===== src/rtl/seasynth_mem_pkg.sv =====
// Shared constants and FSM encoding for the scratch-RAM clients.
// Default RAM geometry lives here so RAM and readers agree on it.
package seasynth_mem_pkg;

    localparam int DEF_ADDR_WIDTH = 4;
    localparam int DEF_DATA_WIDTH = 8;

    typedef enum logic [1:0] {
        IDLE   = 2'd0,
        STREAM = 2'd1,
        DRAIN  = 2'd2
    } rd_state_t;

endpackage


===== src/rtl/ram_rd_addr_gen.sv =====
// Address register and remaining-word counter for the RAM stream reader.
// load restarts a block; advance steps the address (mod 2**AW) and counts one word off.
module ram_rd_addr_gen
    import seasynth_mem_pkg::*;
#(
    parameter int ADDR_WIDTH = DEF_ADDR_WIDTH
) (
    input  logic                  clk,
    input  logic                  rst_n,
    input  logic                  load,
    input  logic [ADDR_WIDTH-1:0] base,
    input  logic [ADDR_WIDTH:0]   len,
    input  logic [ADDR_WIDTH-1:0] step,
    input  logic                  advance,
    output logic [ADDR_WIDTH-1:0] addr,
    output logic                  last,
    output logic                  empty
);

    localparam logic [ADDR_WIDTH:0] ONE = (ADDR_WIDTH+1)'(1);

    logic [ADDR_WIDTH:0] remaining;

    always_ff @(posedge clk or negedge rst_n) begin
        if (!rst_n) begin
            addr      <= '0;
            remaining <= '0;
        end else if (load) begin
            addr      <= base;
            remaining <= len;
        end else if (advance) begin
            // Address sum truncates to AW bits, giving the wrap to address 0.
            addr      <= addr + step;
            remaining <= remaining - ONE;
        end
    end

    assign last  = (remaining == ONE);
    assign empty = (remaining == '0);

endmodule


===== src/rtl/ram_stream_reader.sv =====
// Streams a block of scratch-RAM words out on a valid/ready port, tagging the final word.
// Optional RAM_STREAM_STRIDE_EN adds a stride input; otherwise addresses step by 1.
module ram_stream_reader
    import seasynth_mem_pkg::*;
#(
    parameter int ADDR_WIDTH = DEF_ADDR_WIDTH,
    parameter int DATA_WIDTH = DEF_DATA_WIDTH
) (
    input  logic                  clk,
    input  logic                  rst_n,
    input  logic                  start,
    input  logic [ADDR_WIDTH-1:0] base_addr,
    input  logic [ADDR_WIDTH:0]   len,
`ifdef RAM_STREAM_STRIDE_EN
    input  logic [ADDR_WIDTH-1:0] stride,
`endif
    output logic                  busy,
    output logic                  done,
    output logic [ADDR_WIDTH-1:0] r_addr,
    input  logic [DATA_WIDTH-1:0] ram_data,
    output logic                  m_valid,
    input  logic                  m_ready,
    output logic [DATA_WIDTH-1:0] m_data,
    output logic                  m_last
);

    // Handshake: a beat transfers on a cycle where m_valid && m_ready; once raised,
    // m_valid and m_data/m_last hold until that transfer happens.

    rd_state_t             state;
    logic                  ag_load;
    logic                  ag_last;
    logic                  ag_empty;
    logic                  load_fire;
    logic [ADDR_WIDTH-1:0] step;

`ifdef RAM_STREAM_STRIDE_EN
    logic [ADDR_WIDTH-1:0] stride_q;

    always_ff @(posedge clk or negedge rst_n) begin
        if (!rst_n) begin
            stride_q <= '0;
        end else if (state == IDLE && start) begin
            stride_q <= stride;
        end
    end

    assign step = stride_q;
`else
    assign step = ADDR_WIDTH'(1);
`endif

    assign ag_load   = (state == IDLE) && start && (len != '0);
    assign load_fire = (state == STREAM) && !ag_empty && (!m_valid || m_ready);

    ram_rd_addr_gen #(
        .ADDR_WIDTH(ADDR_WIDTH)
    ) u_addr_gen (
        .clk    (clk),
        .rst_n  (rst_n),
        .load   (ag_load),
        .base   (base_addr),
        .len    (len),
        .step   (step),
        .advance(load_fire),
        .addr   (r_addr),
        .last   (ag_last),
        .empty  (ag_empty)
    );

    always_ff @(posedge clk or negedge rst_n) begin
        if (!rst_n) begin
            state   <= IDLE;
            m_data  <= '0;
            m_valid <= 1'b0;
            m_last  <= 1'b0;
            busy    <= 1'b0;
            done    <= 1'b0;
        end else begin
            done <= 1'b0;
            case (state)
                IDLE: begin
                    if (start) begin
                        if (len != '0) begin
                            busy  <= 1'b1;
                            state <= STREAM;
                        end else begin
                            // Empty block: complete immediately without any beats.
                            done <= 1'b1;
                        end
                    end
                end
                STREAM: begin
                    if (load_fire) begin
                        m_data  <= ram_data;
                        m_valid <= 1'b1;
                        m_last  <= ag_last;
                        if (ag_last) begin
                            state <= DRAIN;
                        end
                    end else if (m_valid && m_ready) begin
                        m_valid <= 1'b0;
                    end
                end
                DRAIN: begin
                    if (m_valid && m_ready) begin
                        m_valid <= 1'b0;
                        m_last  <= 1'b0;
                        done    <= 1'b1;
                        busy    <= 1'b0;
                        state   <= IDLE;
                    end
                end
                default: begin
                    state <= IDLE;
                end
            endcase
        end
    end

endmodule


===== config.mk =====
export PLATFORM = sky130hd
export DESIGN_NAME = ram_stream_reader
export DESIGN_NICKNAME = d
export VERILOG_FILES = /design/src/rtl/seasynth_mem_pkg.sv /design/src/rtl/ram_rd_addr_gen.sv /design/src/rtl/ram_stream_reader.sv
export SDC_FILE = /design/constraint.sdc
export NUM_CORES = 1
export LEC_CHECK = 0
export ABC_AREA = 0
export CAP_MARGIN = 30
export CELL_PAD_IN_SITES_DETAIL_PLACEMENT = 0
export CELL_PAD_IN_SITES_GLOBAL_PLACEMENT = 2
export CORE_ASPECT_RATIO = 0.9
export CORE_MARGIN = 1
export CORE_UTILIZATION = 29
export CTS_BUF_LIST = sky130_fd_sc_hd__clkbuf_16
export CTS_CLUSTER_SIZE = 8
export DETAILED_ROUTE_END_ITERATION = 7
export GPL_TIMING_DRIVEN = 1
export PLACE_DENSITY_LB_ADDON = 0.1
export SETUP_SLACK_MARGIN = 0.5
export SLEW_MARGIN = 30
export SYNTH_ARGS = -nofsm -noshare
export SYNTH_HDL_FRONTEND = slang
export SYNTH_SLANG_ARGS = --single-unit
export TNS_END_PERCENT = 50

===== constraint.sdc =====
create_clock -name clk -period 6.25 [get_ports clk]
set_input_delay 1.25 -clock clk [delete_from_list [all_inputs] [get_ports clk]]
set_output_delay 1.25 -clock clk [all_outputs]
set_load 0.01 [all_outputs]

# Yosys cells after proc, flatten, opt, wreduce, memory -nomap -nowiden

Index checks and enable logic that the tools add are counted.

Flip-flop bits (word level): 23
Input port bits: 21
Output and inout port bits: 16
Word-level logic and storage cells: 59

Add/subtract/negate cells: 2
Eq/ne operators: 8
Multiplexer cells: 23
Reductions and logical operators: 18

Operators by type and width:

| operator            | count |
|---|---|
| $mux 2              | 5 |
| $mux 5              | 2 |
| $mux 1              | 9 |
| $mux 4              | 2 |
| $ne 2x2->1 const B  | 4 |
| $pmux 1 s2          | 4 |
| $pmux 2 s3          | 1 |
| $reduce_bool 2->1   | 3 |
| $eq 5x1->1 const B  | 1 |
| $logic_and 1x1->1   | 5 |
| $logic_not 5->1     | 1 |
| $reduce_and 5->1    | 1 |
| $reduce_bool 5->1   | 1 |
| $sub 5x1->5 const B | 1 |
| $add 4x1->4 const B | 1 |
| $reduce_and 4->1    | 1 |
| $reduce_and 3->1    | 1 |
| $eq 2x1->1 const B  | 1 |
| $eq 2x2->1 const B  | 1 |
| $logic_not 1->1     | 2 |
| $logic_not 2->1     | 1 |
| $ne 2x1->1 const B  | 1 |
| $reduce_and 2->1    | 1 |
| $logic_or 1x1->1    | 1 |

# Longest topological paths before layout

Gate-level depths: netlist of run 1.

Depth in word-level cells: 6
Depth in mapped cells: 8
Depth with buffers taken out: 6

# Hierarchy

From an unflattened synthesis of run 1, not the netlist that was laid out.

Cells, all modules: 124
Area total of the unflattened synthesis: 1,335.0 um^2

Modules (own cells, without submodules):

| module            | times used | cells an instance | area an instance (um^2) | sequential area each (um^2) |
|---|---|---|---|---|
| ram_stream_reader | 1          | 59                | 710.7                   | 350.3 |
| ram_rd_addr_gen   | 1          | 65                | 624.3                   | 225.2 |

# Worst setup path before layout of run 1

No wires, ideal clock.

Kind: in2reg
Start: input port m_ready
End: register state[0]
Arrival time: 2,308 ps
Slack: 3,818 ps
Cell stages on the path: 4
Path buffers: 0
Path through: nand2b_1 or3b_1 a221oi_2 mux2_2

Cells in the longest elaborated chain, start to end: 4
Elaborated cells between the ends (all ways): 6

Ends and longest elaborated chain:

| what                                  | line                    | source |
|---|---|---|
| from (decl)                           | ram_stream_reader.sv:22 | `input logic m_ready,` |
| $logic_or 1x1->1                      | ram_stream_reader.sv:54 | `assign load_fire = (state == STREAM) && !ag_empty && (!m_valid \|\| m_ready);` |
| $logic_and 1x1->1                     | ram_stream_reader.sv:54 |  |
| $ne 2x2->1 (no source line)           | -                       |  |
| $reduce_and 5->1 (no source line) (*) | -                       |  |
| to (signal assigned)                  | ram_stream_reader.sv:73 | `state <= IDLE;` |
| to (signal assigned)                  | ram_stream_reader.sv:86 | `state <= STREAM;` |
| to (signal assigned)                  | ram_stream_reader.sv:99 | `state <= DRAIN;` |
| to (decl)                             | ram_stream_reader.sv:30 | `rd_state_t state;` |

Mark *: on every way between the ends. The rest lies on a longest branch, timed or not.
A chain may end at the register's enable or synchronous reset.

# Worst setup path after layout of run 1

Start: input port m_ready
End: register state[1]

Same word-level chain as after synthesis.

==> flow_summary.json, run 1 <==
{
  "period_share_pct": 48.4,
  "pre_cts_slack_ps": 2950,
  "coreArea_sq_um": 4050,
  "p_leak_uw": 0.000754,
  "grt_overflow": 0,
  "worstSetupPathType": "in2reg",
  "ir_drop_uv": 168,
  "antenna_found_initial": 0,
  "grt_first_pass_wirelength_mm": 4.91,
  "min_period_ps": 3020,
  "max_slew_margin_pct": 60.3,
  "drc": 0,
  "path_clk_slew_ps": 60,
  "start_util_pct": 30.2,
  "die_x_microns": 70.4,
  "ys_warn_count": 0,
  "clock-sinks": 23,
  "first_pass_iters": 4,
  "crit_fanout": 16,
  "mappedNetlistArea_sq_um": 1220,
  "clock_path_buffers": 2,
  "io_buffers": 36,
  "cts_buffers": 3,
  "ant_nets": 0,
  "critPathLaunchType": "primary input",
  "fin_area_sq_um": 1690,
  "p_total_uw": 770,
  "skew_ps": 2.91,
  "routed_wirelength_mm": 2.95,
  "worst_slack_ps": 3230,
  "cts_setup_buffers": 0,
  "num_vias": 1047,
  "timing.hold.ws_ps": 478,
  "crit_arrival_ps": 3200,
  "avgViaCountPerCell": 4.82,
  "dp_hpwl_mm": 2.17,
  "r2r_cells": 6,
  "gp_congestion": 0.753,
  "drt_iter0_drc": 50,
  "worstSkewPairLatency_ps": 250,
  "status": "finished clean",
  "crit_path_end_kind": "register",
  "synth_seq_cells": 23,
  "timing_hold_violations_final": 0,
  "setup_tns_ps": 0,
  "r2r_slack_ps": 3820,
  "die_area_sq_um": 4480,
  "whs_path_depth": 2,
  "drive_gt1_share_pct": 7.69,
  "yosys.cell_types.count": 35,
  "syn_nets": 162,
  "wl_per_cell_microns": 13.6,
  "required_ps": 6430,
  "grt_max_degree": 24,
  "worstMarginPinSlew_ps": 594,
  "setup-violations-final": 0,
  "track_usage_pct": 14.1,
  "syn_inst": 134,
  "placedInstanceArea_sq_um": 1610,
  "rsz0062_at_grt": "no",
  "syn2layout_area_growth_pct": 38.5,
  "synth.avg_cell_area_sq_um": 9.12,
  "htree_levels": 1,
  "grt_pass1_vias": 983,
  "die_y_microns": 63.6,
  "cts_hold_buf": 0,
  "pwr_density_cell_nw_per_um2": 455,
  "rows": 22,
  "io_pins": 37,
  "max_freq_ghz": 0.331,
  "slew_violations": 0,
  "cap_violations": 0,
  "antenna_cells": 0,
  "cts_resized": 0,
  "cts_root_buffer": "clkbuf_16",
  "hp-class": "reg2reg",
  "layout.nets": 198,
  "synth_seq_area_share_pct": 47.1,
  "cts_tree": "built"
}
[registers in the layout, indices dropped and copies added, names as in the netlist]
signal	cells
m_data	8
u_addr_gen.remaining	5
u_addr_gen.addr	4
state	2
busy	1
done	1
m_last	1
m_valid	1
[worst max-delay path, cell delays in order]
cell	delay [ps]
clkdlybuf4s50_1	510
nand2b_1	200
nand3_1	460
a2111oi_0	610
a2bb2oi_1	180
[cell usage in the layout (no fill, tap or decap), drive strengths merged, types with 3 or more instances in the layout]
cell	instances
dfrtp	23
nor2	8
inv	5
clkbuf	3
a21oi	4
o21ai	5
clkdlybuf4s50	35
nand2	39
ha	7
nand3	8
a31oi	3
[cells by family (layout without fill, tap and decap cells)]
| family | count (synthesis) | in the layout | synth area share [%] |
|---|---|---|---|
| DFF | 23 | 23 | 47.1 |
| and+or+nand+nor | 67 | 67 | 25.2 |
| adders and majority gates | 7 | 7 | 7.16 |
| muxes | 2 | 2 | 1.84 |
| xor gates and xnor gates | 2 | 2 | 1.43 |
| AOI/OAI and AO/OA | 23 | 23 | 13.7 |
| buffers and inverters | 10 | 45 | 3.58 |
[where the power goes]
group	switching (uW)	internal [uW]	total, uW	leakage (uW)
Clock	52.5	86.0	138	0.0000409
Sequential	56.4	215	271	0.000276
Combinational	180	181	360	0.000436
[routing by layer]
metal  GRT usage (%)  routed length (microns)  vias up
li1                -                        -      538
met2            22.4                     1320       21
met1            19.8                     1490      486
met4           0.750                        7        0
met5               0                        0        -
met3            4.32                      134        2
[layout make-up]
class / instances / area, sq um
Sequential cell: 23 / 576
Tap cell: 48 / 60.1
Timing Repair Buffer: 36 / 355
Clock buffer: 3 / 75.1
Inverter: 5 / 18.8
Multi-Input combinational cell: 101 / 603
Clock inverter: 1 / 5.00
Fill cell: 404 / 2350
[stage by stage]
step	cells	utilization, %
final	217	41.8
after global routing	217	41.8
after CTS	217	41.8
after detailed placement	213	39.9
after global placement	213	40.0
after floorplan	134	-
[final timing paths]
check | startpoint | end
setup / recovery | m_ready | state[1]
hold / removal | m_data[6] | m_data[6]
setup reg to reg | u_addr_gen.remaining[0] | m_last
hold reg to reg | m_data[6] | m_data[6]
max in group asynchronous | rst_n | m_data[5]
min in group asynchronous | rst_n | done
[Yosys cell counts (all sizes together)]
library cell | count | area share [%]
a21bo | 1 | 0.82
nor3 | 1 | 0.41
xor2 | 1 | 0.72
a31oi | 3 | 1.5
nand4 | 1 | 0.51
mux2 | 2 | 1.8
xnor2 | 1 | 0.72
nand2b | 2 | 1.0
dfrtp | 23 | 47
a21boi | 1 | 0.61
o311ai | 2 | 1.4
nor2 | 8 | 2.5
o41ai | 1 | 0.72
a21oi | 4 | 1.6
o221a | 1 | 0.92
buf | 3 | 1.4
or4b | 2 | 1.9
nor4 | 1 | 0.51
o21ai | 5 | 2.0
or3 | 2 | 1.1
inv | 5 | 1.5
nand4b | 1 | 0.72
a2bb2oi | 2 | 1.4
nand3 | 8 | 3.3
or3b | 1 | 0.72
a221oi | 1 | 1.2
a2111oi | 1 | 0.72
nand2 | 39 | 12
clkbuf | 2 | 0.61
a21o | 1 | 0.61
ha | 7 | 7.2
and3 | 1 | 0.51
Power figures use the tool's default switching activity.
==> inputs of run 2 (changes only) <==
CORE_UTILIZATION = 27   (was 29)
clock period = 3.2 ns   (was 6.25 ns; I/O delays follow)
==> run 2 against run 1 <==
- cell count rose by 6.5%
- critical path depth up 1
- total power increased by 98%
- clock skew fell by 1.7 ps
- core utilization is 0.84 points lower
- sequential power rose by 96%
- clock power grew 93%
- final area is 2.0% higher
- critical path type is now reg2reg
- largest cell class unchanged
==> flow_summary.json, run 2 (synthesis gave the netlist of run 1 again) <==
{
  "drt_iter0_drc": 50,
  "instances_no_fill": 231,
  "setup-violations-final": 0,
  "grt_max_degree": 24,
  "p_leak_uw": 0.000764,
  "worstPathCellList": "inv_1 > ha_1 > or4b_4 > or3b_1 > a221oi_2 > mux2_2",
  "required_ps": 3340,
  "crit_arrival_ps": 2350,
  "coreArea_sq_um": 4210,
  "max_slew_margin_pct": 64.7,
  "path_clk_slew_ps": 60,
  "die_x_microns": 72.9,
  "crit_fanout": 4,
  "crit_path_end_kind": "register",
  "whs_path_depth": 2,
  "antenna_cells": 0,
  "cap_violations": 0,
  "clock_path_buffers": 2,
  "slowest_delay_ps": 480,
  "htree_levels": 1,
  "largest_register_ffs": 8,
  "worstSkewPairLatency_ps": 250,
  "skew_ps": 1.16,
  "io_pins": 37,
  "worstSetupPathType": "reg2reg",
  "drive_gt1_share_pct": 7.60,
  "min_period_ps": 2210,
  "grt_first_pass_wirelength_mm": 4.94,
  "rsz0062_at_grt": "no",
  "final_cell_mix": "39 x nand2_1, 36 x clkdlybuf4s50_1, 23 x dfrtp_1",
  "max_freq_ghz": 0.452,
  "drc": 0,
  "timing_hold_violations_final": 0,
  "cts_hold_buf": 0,
  "largest-register": "m_data",
  "num_vias": 1075,
  "routed_wirelength_mm": 3.01,
  "cts_tree": "built",
  "ant_nets": 0,
  "cts_setup_buffers": 0,
  "die_area_sq_um": 4800,
  "critPathLaunchType": "register",
  "p_total_uw": 1530,
  "rows": 22,
  "grt_overflow": 0,
  "grt_pass1_vias": 1067,
  "period_share_pct": 69.2,
  "antenna_found_initial": 0,
  "hp-class": "reg2reg",
  "die_y_microns": 65.8,
  "slew_violations": 0,
  "fin_area_sq_um": 1730,
  "cp_num_buf_inv": 1,
  "io_buffers": 36,
  "timing.hold.ws_ps": 471,
  "dp_hpwl_mm": 2.23,
  "first_pass_iters": 4,
  "setup_tns_ps": 0,
  "dp_cells": 227,
  "cts_root_buffer": "clkbuf_16",
  "status": "finished clean",
  "pwr_density_cell_nw_per_um2": 883,
  "syn2layout_area_growth_pct": 41.2,
  "layout.nets": 200,
  "top_regs": "m_data: 8 flops, u_addr_gen.remaining: 5 flops, u_addr_gen.addr: 4 flops",
  "cp_num_cells": 6,
  "critical_path.top_delay_family": "simple AND/OR/NAND/NOR gates",
  "avgViaCountPerCell": 4.65,
  "gp_congestion": 0.779,
  "r2r_cells": 6,
  "placedInstanceArea_sq_um": 1650,
  "cts_resized": 0,
  "final_common_cell": "nand2_1",
  "cts_buffers": 3,
  "critPathSlowestCell": "or4b_4",
  "worstMarginPinSlew_ps": 529,
  "clock-sinks": 23,
  "wl_per_cell_microns": 13.0,
  "track_usage_pct": 13.8,
  "start_util_pct": 29.0,
  "ir_drop_uv": 373
}
[run 2: through the flow]
stage                     utilization, %  setup WS, ps
after detailed placement            39.1           754
after global placement              39.1           801
final                               41.0           987
after global routing                41.0           865
after CTS                           41.0           980
after floorplan                        -          1130
[run 2: worst paths after layout]
kind                                    startpoint         to  slack [ps]
min                                      m_data[6]  m_data[6]         470
min reg2reg                              m_data[6]  m_data[6]         470
min in group asynchronous                    rst_n       busy         750
max                        u_addr_gen.remaining[1]   state[0]         990
max reg2reg                u_addr_gen.remaining[1]   state[0]         990
max in group asynchronous                    rst_n   state[0]        2220
[run 2: final cells by class]
type	count	area, sq um
Sequential cell	23	576
Tap cell	60	75.1
Clock inverter	1	3.75
Timing Repair Buffer	38	375
Inverter	5	18.8
Fill cell	419	2480
Clock buffer	3	75.1
Multi-Input combinational cell	101	603
[run 2: worst min-delay path, delay by kind of cell (launching register included)]
kind,cells,cell delay [ps]
DFF,1,340
and+or+nand+nor,2,100
[run 2: power breakdown]
| group | total, uW | switching [uW] | internal, uW |
|---|---|---|---|
| registers | 531 | 111 | 419 |
| clock network | 266 | 99.4 | 167 |
| logic | 728 | 364 | 364 |
[run 2: per-layer routing]
| layer | global-route usage, % | vias to the layer above | wire length, microns |
|---|---|---|---|
| li1 | - | 539 | - |
| met1 | 19.3 | 498 | 1590 |
| met2 | 20.0 | 36 | 1240 |
| met3 | 4.73 | 2 | 164 |
| met4 | 3.68 | 0 | 18 |
| met5 | 0 | - | 0 |
==> RTL change, RTL diff (config.mk and constraints of run 2) <==
Add a define of `RAM_STREAM_STRIDE_EN`.
--- a/src/rtl/ram_stream_reader.sv
+++ b/src/rtl/ram_stream_reader.sv
@@ -1,5 +1,7 @@
 // Streams a block of scratch-RAM words out on a valid/ready port, tagging the final word.
 // Optional RAM_STREAM_STRIDE_EN adds a stride input; otherwise addresses step by 1.
+`define RAM_STREAM_STRIDE_EN
+
 module ram_stream_reader
     import seasynth_mem_pkg::*;
 #(
Ports: changed (added stride); port bits go from 37 to 41. No check against the original RTL was run, so the function may have changed too.
==> RTL change against run 2 <==
Count of clock-buffer cells in the layout unchanged; register-to-register slack improved by 0.22 ns; sequential power is 15% higher; combinational power rose by 32%; maximum frequency shrank 2.6%; first-iteration DRC count fell by 12%; highest routed layer unchanged; via count decreased by 0.56%; sequential cell count up 4; design area increased by 16%; routed wire length up 4.4%; clock power grew 5%; area after synthesis is 21% higher; power increased by 21%; worst setup slack got worse by 0.058 ns.
==> RTL change: results <==
metrics = {
    "status": {
        "status": "completed",
    },
    "detailed_routing": {
        "vias": 1069,
        "wl_um": 3140,
        "firstDrtPassIters": 4,
        "dr.first_iter.drc_count": 44,
    },
    "cts": {
        "cts_root_buffer": "clkbuf_16",
        "clock_path_buffers": 2,
        "post_cts_buffers": 0,
        "path_clk_slew_ns": 0.06,
        "cts-resized-gates": 0,
        "cts_made_buffers": 3,
        "clkLatencyLatePin_ns": 0.26,
        "h-tree-depth": 1,
    },
    "global_routing": {
        "grt_pass1_wl_um": 5350,
        "antenna_found_initial": 0,
        "grt_max_degree": 28,
        "grt_pass1_vias": 1174,
        "grt_util_all_layers": 0.122,
    },
    "synth": {
        "yosysUniqueCellTypes": 42,
        "ys_seq_area_frac": 0.457,
        "synthFlopType": "dfrtp_1",
        "synth_fp_nets": 160,
        "yosys_warnings": 0,
        "synth_common_cells": "dfrtp_1 (27), mux2_2 (12), ha_1 (9), inv_1 (9), nor2_1 (7)",
        "async_flop_share": 1.00,
        "synth_area_leaders": "dfrtp_1 (46%), mux2_2 (9.1%), ha_1 (7.6%)",
    },
    "setup_path": {
        "startpoint": "m_ready",
        "reg2reg_from": "u_addr_gen.remaining[0]",
        "ff2ff_path_depth": 6,
        "r2r-end": "u_addr_gen.addr[3]",
        "path_class": "input pin to register",
        "regToRegSetupSlack_ns": 1.21,
        "critPathCapture": "u_addr_gen.addr[3]",
        "path_max_fanout": 16,
        "cp_data_arrival_time_ns": 2.45,
    },
    "finish": {
        "diodes": 0,
        "top_regs": "m_data x8, u_addr_gen.remaining x5",
        "drive_above_1_share": 0.157,
        "fin_nets": 202,
        "fill_cells": 513,
    },
    "place": {
        "post-place-ws_ns": 0.639,
        "dpl.hpwl_um": 2350,
        "numPortBuffers": 40,
        "globalplace.congestion": 0.702,
    },
    "worst_hold_path": {
        "min_path_type": "register to register",
    },
    "pwr": {
        "p_leak_nw": 0.839,
        "irDropWorstVdd_v": 0.000322,
    },
    "sta": {
        "hold_slack_ns": 0.506,
        "finClkSkew_ns": 0.00353,
        "relSlewSlack": 0.705,
        "finalCriticalPeriod_ns": 2.27,
    },
}
RTL change: cell types whose count changed after synthesis, moves of 3 or more:
cell / change
mux2i_1: +4
nand2_1: -34
nand3_1: -6
a32o_1: +3
mux2_2: +10
o21ai_0: -3
inv_1: +4
dfrtp_1: +4
RTL change: final cells by class:
| class | count | share of cell area |
|---|---|---|
| multi-input cells | 84 | 0.358 |
| flip-flops and latches | 27 | 0.337 |
| repair buffers | 42 | 0.207 |
| well taps | 67 | 0.0418 |
| clock buffers | 3 | 0.0375 |
| inverters | 9 | 0.0169 |
| clock inverters | 1 | 0.00187 |
RTL change: metrics by stage:
stage          std cells  instance area [sq um]  power [mW]  utilization
2_1_floorplan        125                   1480        1.28            -
3_3_place_gp         229                   1930        1.58        0.366
3_5_place_dp         229                   1930        1.59        0.366
4_1_cts              233                   2000        1.89        0.381
5_1_grt              233                   2000        2.03        0.381
6_report             233                   2000        1.85        0.381
RTL change: power by group:
| part | internal, mW | switching, mW | total (mW) | leakage [nW] |
|---|---|---|---|---|
| logic | 0.532 | 0.430 | 0.961 | 0.479 |
| clock network | 0.167 | 0.111 | 0.278 | 0.0423 |
| registers | 0.501 | 0.113 | 0.613 | 0.318 |
| total | 1.20 | 0.653 | 1.85 | 0.839 |
RTL change: how the worst min path moves through the flow:
stage | startpoint | endpoint | depth (start not counted)
global route | m_data[3] | m_data[3] | 1
finish | m_data[3] | m_data[3] | 1
floorplan | rst_n | busy | 0
CTS | m_data[7] | m_data[7] | 1
detailed placement | m_data[7] | m_data[7] | 1
global placement | m_data[4] | m_data[4] | 1
RTL change: routing by layer:
| metal | routed length, um | up-vias | global-route usage |
|---|---|---|---|
| met4 | 23 | 0 | 0.0357 |
| met1 | 1480 | 510 | 0.148 |
| li1 | - | 534 | - |
| met3 | 140 | 2 | 0.0340 |
| met2 | 1500 | 23 | 0.210 |
| met5 | 0 | - | 0 |
RTL change: cell families (layout without fill, tap and decap cells):
family                     Yosys count  after routing  synth area share
adders and majority gates           10             10            0.0897
buffers and inverters               14             55            0.0584
DFF                                 27             27             0.457
and+or+nand+nor                     28             28             0.113
AOI/OAI and AO/OA                   25             25             0.130
xor gates and xnor gates             4              4            0.0237
muxes                               17             17             0.129
RTL change: critical path, cell delays in order:
cell and delay [ns]:
clkdlybuf4s50_1 0.51, nand2b_1 0.28, nand3_4 0.28, or4_1 0.57, a31oi_1 0.17
